File: config.mk
export PLATFORM = sky130hd
export DESIGN_NAME = video_path_select
export DESIGN_NICKNAME = d
export VERILOG_FILES = /design/src/rtl/video_path_select.sv
export SDC_FILE = /design/constraint.sdc
export NUM_CORES = 2
export LEC_CHECK = 0
export ABC_AREA = 0
export BUFFER_PORTS_ARGS = -buffer_cell sky130_fd_sc_hd__buf_2
export CORE_MARGIN = 2
export CORE_UTILIZATION = 45
export DETAILED_ROUTE_END_ITERATION = 8
export PLACE_DENSITY = 0.67
export SLEW_MARGIN = 25
export SYNTH_ARGS = -nofsm -noshare
export SYNTH_HDL_FRONTEND = slang
export SYNTH_SLANG_ARGS = --single-unit
File: constraint.sdc
create_clock -name clk -period 2.6 [get_ports clk]
set_input_delay 0.65 -clock clk [delete_from_list [all_inputs] [get_ports clk]]
set_output_delay 0.65 -clock clk [all_outputs]
set_load 0.01 [all_outputs]
File: src/rtl/video_path_select.sv
// ---------------------------------------------------------------------------
// video_path_select
//
// Selects one of N_IN processed video streams (all on the rx pixel clock) for
// the HDMI transmitter. Each stream first passes through its own delay line,
// so every stream reaches the mux with the same total latency LAT_MAX. A new
// selection is applied only at a frame boundary, which is detected on aligned
// stream 0. After a switch the picture is forced black for BLANK_FRAMES
// frames. The syncs keep running while the picture is black.
//
// Ports
//   clk           pixel clock (rx_clk)
//   rst           synchronous, active-high reset
//   dv_i/hs_i/vs_i  per-stream data valid / hsync / vsync, bit k = stream k
//   r_i/g_i/b_i   per-stream colour, stream k at [k*DW +: DW]
//   sel_i         requested stream; values >= N_IN select "black"
//   dv_o..b_o     registered selected stream
//   active_sel_o  selection currently applied
//   pending_o     a requested selection is waiting for a frame boundary
//   blank_o       output currently forced black
//   frame_cnt_o   frame boundaries seen since reset (wraps)
// ---------------------------------------------------------------------------
module video_path_select #(
   parameter int                DW           = 8,
   parameter int                N_IN         = 4,
   parameter logic [N_IN*8-1:0] LAT          = '0,
   parameter int                LAT_MAX      = 16,
   parameter bit                VS_POL       = 1'b1,
   parameter int                BLANK_FRAMES = 1,
   parameter int                SW           = $clog2(N_IN + 1)
) (
   input  logic               clk,
   input  logic               rst,
   input  logic [N_IN-1:0]    dv_i,
   input  logic [N_IN-1:0]    hs_i,
   input  logic [N_IN-1:0]    vs_i,
   input  logic [N_IN*DW-1:0] r_i,
   input  logic [N_IN*DW-1:0] g_i,
   input  logic [N_IN*DW-1:0] b_i,
   input  logic [SW-1:0]      sel_i,
   output logic               dv_o,
   output logic               hs_o,
   output logic               vs_o,
   output logic [DW-1:0]      r_o,
   output logic [DW-1:0]      g_o,
   output logic [DW-1:0]      b_o,
   output logic [SW-1:0]      active_sel_o,
   output logic               pending_o,
   output logic               blank_o,
   output logic [15:0]        frame_cnt_o
);

   // One pixel word: {dv, hs, vs, r, g, b}; colour occupies the low 3*DW bits.
   localparam int PW = 3 + 3 * DW;
   // Blank counter must hold BLANK_FRAMES; keep at least one bit when it is 0.
   localparam int CW = (BLANK_FRAMES < 1) ? 1 : $clog2(BLANK_FRAMES + 1);
   localparam logic [CW-1:0] BLANK_LOAD = CW'(BLANK_FRAMES);

   if (N_IN < 2 || N_IN > 8) begin : g_bad_n_in
      $error("video_path_select: N_IN must be in 2..8");
   end

   // ------------------------------------------------------------------------
   // Latency alignment: stream k is delayed by LAT_MAX - LAT[k] clocks.
   // ------------------------------------------------------------------------
   logic [PW-1:0] aligned [N_IN];

   for (genvar k = 0; k < N_IN; k++) begin : g_align
      localparam int D = LAT_MAX - int'(LAT[k*8 +: 8]);

      logic [PW-1:0] din;
      assign din = {dv_i[k], hs_i[k], vs_i[k],
                    r_i[k*DW +: DW], g_i[k*DW +: DW], b_i[k*DW +: DW]};

      if (D < 0) begin : g_bad_lat
         $error("video_path_select: LAT_MAX is smaller than a stream latency");
         assign aligned[k] = '0;
      end else if (D == 0) begin : g_wire
         assign aligned[k] = din;
      end else begin : g_dly
         logic [PW-1:0] dly [D];

         // NOTE: the delay lines are cleared on reset so the first frame after
         // reset starts from a known (black, syncs inactive) history; this
         // keeps them out of RAM inference, which is acceptable at these depths.
         always_ff @(posedge clk) begin
            if (rst) begin
               for (int i = 0; i < D; i++) dly[i] <= '0;
            end else begin
               dly[0] <= din;
               for (int i = 1; i < D; i++) dly[i] <= dly[i-1];
            end
         end

         assign aligned[k] = dly[D-1];
      end
   end

   // ------------------------------------------------------------------------
   // Frame boundary and selection control
   // ------------------------------------------------------------------------
   logic            vs0_a;
   logic            vs0_prev;
   logic            boundary;
   logic [SW-1:0]   sel_q;
   logic [SW-1:0]   active_sel;
   logic            pending;
   logic [CW-1:0]   blank_cnt;
   logic [15:0]     frame_cnt_q;
   logic [PW-1:0]   out_word;

   logic [SW-1:0]   sel_nxt;
   logic [CW-1:0]   cnt_nxt;
   logic            blank_nxt;
   logic            sel_ok;
   logic [PW-1:0]   mux_word;

   // Aligned vsync of every stream coincides, so stream 0 stands for all.
   assign vs0_a    = aligned[0][PW-3];
   assign boundary = (vs0_a == VS_POL) && (vs0_prev != VS_POL);
   assign pending  = (sel_q != active_sel);

   // The mux works on next-state selection/blanking so the output register
   // already shows the new source (black if blanking) on the boundary edge.
   always_comb begin
      // NOTE: every variable gets a default first so no path leaves it
      // unassigned, which would otherwise infer a latch.
      sel_nxt  = active_sel;
      cnt_nxt  = blank_cnt;
      mux_word = aligned[0];
      sel_ok   = 1'b0;

      if (boundary && pending) begin
         sel_nxt = sel_q;
         cnt_nxt = BLANK_LOAD;
      end else if (boundary && blank_cnt != '0) begin
         cnt_nxt = blank_cnt - CW'(1);
      end

      blank_nxt = (cnt_nxt != '0);

      for (int k = 0; k < N_IN; k++) begin
         if (sel_nxt == SW'(k)) begin
            mux_word = aligned[k];
            sel_ok   = 1'b1;
         end
      end

      // Invalid selection keeps stream 0 syncs; either case zeroes colour.
      if (blank_nxt || !sel_ok) mux_word[3*DW-1:0] = '0;
   end

   // NOTE: all state here is sequential and uses non-blocking assignments so
   // every register samples pre-edge values regardless of statement order.
   always_ff @(posedge clk) begin
      if (rst) begin
         vs0_prev    <= 1'b0;
         sel_q       <= '0;
         active_sel  <= '0;
         blank_cnt   <= '0;
         frame_cnt_q <= '0;
         out_word    <= '0;
      end else begin
         vs0_prev    <= vs0_a;
         sel_q       <= sel_i;
         active_sel  <= sel_nxt;
         blank_cnt   <= cnt_nxt;
         frame_cnt_q <= frame_cnt_q + 16'(boundary);
         out_word    <= mux_word;
      end
   end

   assign {dv_o, hs_o, vs_o, r_o, g_o, b_o} = out_word;
   assign active_sel_o = active_sel;
   assign pending_o    = pending;
   assign blank_o      = (blank_cnt != '0);
   assign frame_cnt_o  = frame_cnt_q;

endmodule

==> flow_summary_export.csv <==
group,metric,value,unit
grt,grt_pass1_wl,105000,µm
cts,clkLatencyLatePin,0.73,ns
worst_setup_path,cp.required,1.95,ns
grt,antenna_found_initial,1,
sta,finalHoldViolCount,0,
cells_and_area,drive_above_1_share,0.119,
worst_setup_path,reg2reg_depth,6,
drt,first_pass_iters,4,
outcome,status,"finished clean",
placement,gp_congestion,0.814,
cts,clockRootBuffer,"clkbuf_16",
grt,grt_overflow_total,0,
cells_and_area,layout_common_cells,"dfxtp_1, nor2b_1, clkbuf_16",
synthesis,synth.distinct_cells,45,
floorplan,io_pins,161,
synthesis,synth-edff-count,0,
min_path,whs_path_depth,2,
cts,cts.repair.resized,0,
synthesis,synth_nets,4039,
synthesis,synthesis.area,48900,µm²
synthesis,ys_ff_latch,1779,
cells_and_area,post-route-cell-area,56600,µm²
placement,dp_hpwl,37900,µm
sta,fin_crit_sh,0.928,
floorplan,core,108000,µm²
power,p_per_area,919,nW/µm²
worst_setup_path,reg2reg_from,"vs0_prev",
worst_setup_path,endpoint_kind,"output pin",
sta,skew,0.0153,ns
cts,cts_tree,"yes",
drt,drc,0,
floorplan,rows,120,
cts,numCtsBuffers,166,
floorplan,start_util,0.455,
sta,fin_setup_tns,0,ns
placement,dpl_cell_area,51000,µm²
placement,pre_cts_ws,0.511,ns
grt,first_global_vias,21107,
drt,viasPerCell,3.96,
placement,port_buffers,160,
sta,fin_ws,0.188,ns
synthesis,seq_area_frac_synth,0.728,
floorplan,die_area,111000,µm²
floorplan,die_y,334,µm
worst_setup_path,cp.arrival,1.76,ns
cts,post-cts-setup-buffers,0,
power,p_leak,22.4,nW
cells_and_area,syn_to_final_growth,15.6,%
cts,clk_path_buf_depth,3,
sta,rsz0062_at_grt,"no",
cts,htreeDepth,4,
cells_and_area,antenna-diode-count,0,
grt,grt_util_all_layers,0.114,
cts,clk_pin_slew,0.06,ns
drt,drtAntennaViolNets,0,
sta,setup_violations,0,
drt,drt_iter0_markers,744,
drt,routedWlPerCell,11.2,µm
grt,grtUsageMet2,0.176,
min_path,hp-class,"in2reg",
power,power,52.0,mW
worst_setup_path,cp-start-kind,"register",
synthesis,synth_ff_type,"dfxtp_1",
cells_and_area,final_common_cell,"dfxtp_1",
floorplan,die_w,334,µm
cts,hold_buffers,0,
min_path,hold_start,"b_i[26]",
synthesis,synthArstFlopShare,0,
cts,cts.sinks,1779,
cells_and_area,nFillCells,9093,
drt,dr_total_vias,22243,
grt,use_met1,0.150,
grt,gr-usage-met3,0.0283,
drt,routed_wl,62900,µm
worst_setup_path,path_class,"reg2out",
synthesis,netlist_instances,3924,
sta,fin_crit,2.41,ns
synthesis,syn_avg_cell_area,12.5,µm²
synthesis,yosys_warnings,0,
cells_and_area,nets,4190,
worst_setup_path,crit_fanout,9,
worst_setup_path,startpoint,"active_sel_o[1]",
sta,report.final.slew_viol_count,0,
grt,busiest_layer,"met2",
sta,fmax,0.415,GHz
grt,grt_max_degree,139,
power,ir_worst_vdd,548,µV
sta,relSlewSlack,0.473,
sta,tightestPinTransition,0.775,ns
run,max_cap_violations,0,
synth_stat cells (2+ instances only):
cell type	count	area (µm²)
xnor2_1	7	61.3
mux2i_1	2	20.0
buf_2	6	30.0
clkbuf_1	196	736
and3_1	2	12.5
ha_1	2	25.0
buf_6	9	101
and4_1	3	26.3
buf_4	2	15.0
a21oi_1	6	30.0
nand2_1	27	101
mux2_2	2	22.5
a21o_1	26	195
and4bb_1	2	25.0
nor2b_1	1734	10800
dfxtp_1	1779	35600
nand4_1	3	18.8
nor3_2	2	20.0
o221ai_1	3	26.3
mux2i_4	2	45.0
o221ai_2	21	315
nor2_1	24	90.1
a31oi_4	2	42.5
nor3_1	3	15.0
nand3_1	9	45.0
xor2_1	12	105
a21oi_2	20	175
through the flow:
stage | util | hold slack [ns] | cells
global route | 0.526 | 0.0818 | 5613
global placement | 0.475 | 0.416 | 5310
detailed placement | 0.475 | 0.420 | 5310
floorplan | - | 0.403 | 3924
finish | 0.526 | 0.133 | 5613
CTS | 0.526 | 0.0646 | 5613
layer usage:
layer  wire length (µm)  vias up
li1                   -    12258
met1              30700     9493
met2              27100      345
met3               2680      147
met4               2380        0
met5                  0        -
state kept, by name, summed over array words and instances, names as in the netlist:
signal and cells:
frame_cnt_o 16, blank_o 1, g_align.g_dly.dly 1728, out_word 27
sel_q 3, vs0_prev 1, active_sel_o 3
worst paths after layout:
check / end / slack [ns]
setup reg to reg: out_word[7] / 0.50
hold / removal: g_align[3].g_dly.dly[0][2] / 0.13
hold reg to reg: g_align[1].g_dly.dly[0][89] / 0.42
setup / recovery: pending_o / 0.19
layout make-up:
| type | instances | area, µm² | share of cell area |
|---|---|---|---|
| sequential | 1779 | 35600 | 0.630 |
| multi-input combinational | 1929 | 12400 | 0.219 |
| clock inverter | 36 | 453 | 0.00801 |
| clock buffer | 267 | 5080 | 0.0899 |
| inverter | 2 | 15.0 | 0.000265 |
| timing repair buffer | 197 | 1260 | 0.0222 |
| tap | 1403 | 1760 | 0.0310 |
worst max-delay path, stage by stage, from the launching register on:
cell     delay, ns
dfxtp_1       0.61
xnor2_1       0.17
nand3_1       0.10
buf_2         0.16
cells by family (layout without fill, tap and decap cells):
logic type	Yosys count	in the layout	synth area share
fa+ha+maj	2	2	0.000511
simple gates	1816	1816	0.230
compound gates	85	85	0.0172
mux	7	7	0.00207
xor+xnor	19	19	0.00340
flops	1779	1779	0.728
buf+inv	216	502	0.0187
report_power, final:
group	total, mW	switching (mW)	internal [mW]	leakage [nW]
logic	0.757	0.481	0.275	5.29
clock network	23.7	9.48	14.2	2.72
registers	27.6	0.0535	27.5	14.4
total	52.0	10.0	42.0	22.4
(Power assumes the default switching activity.)
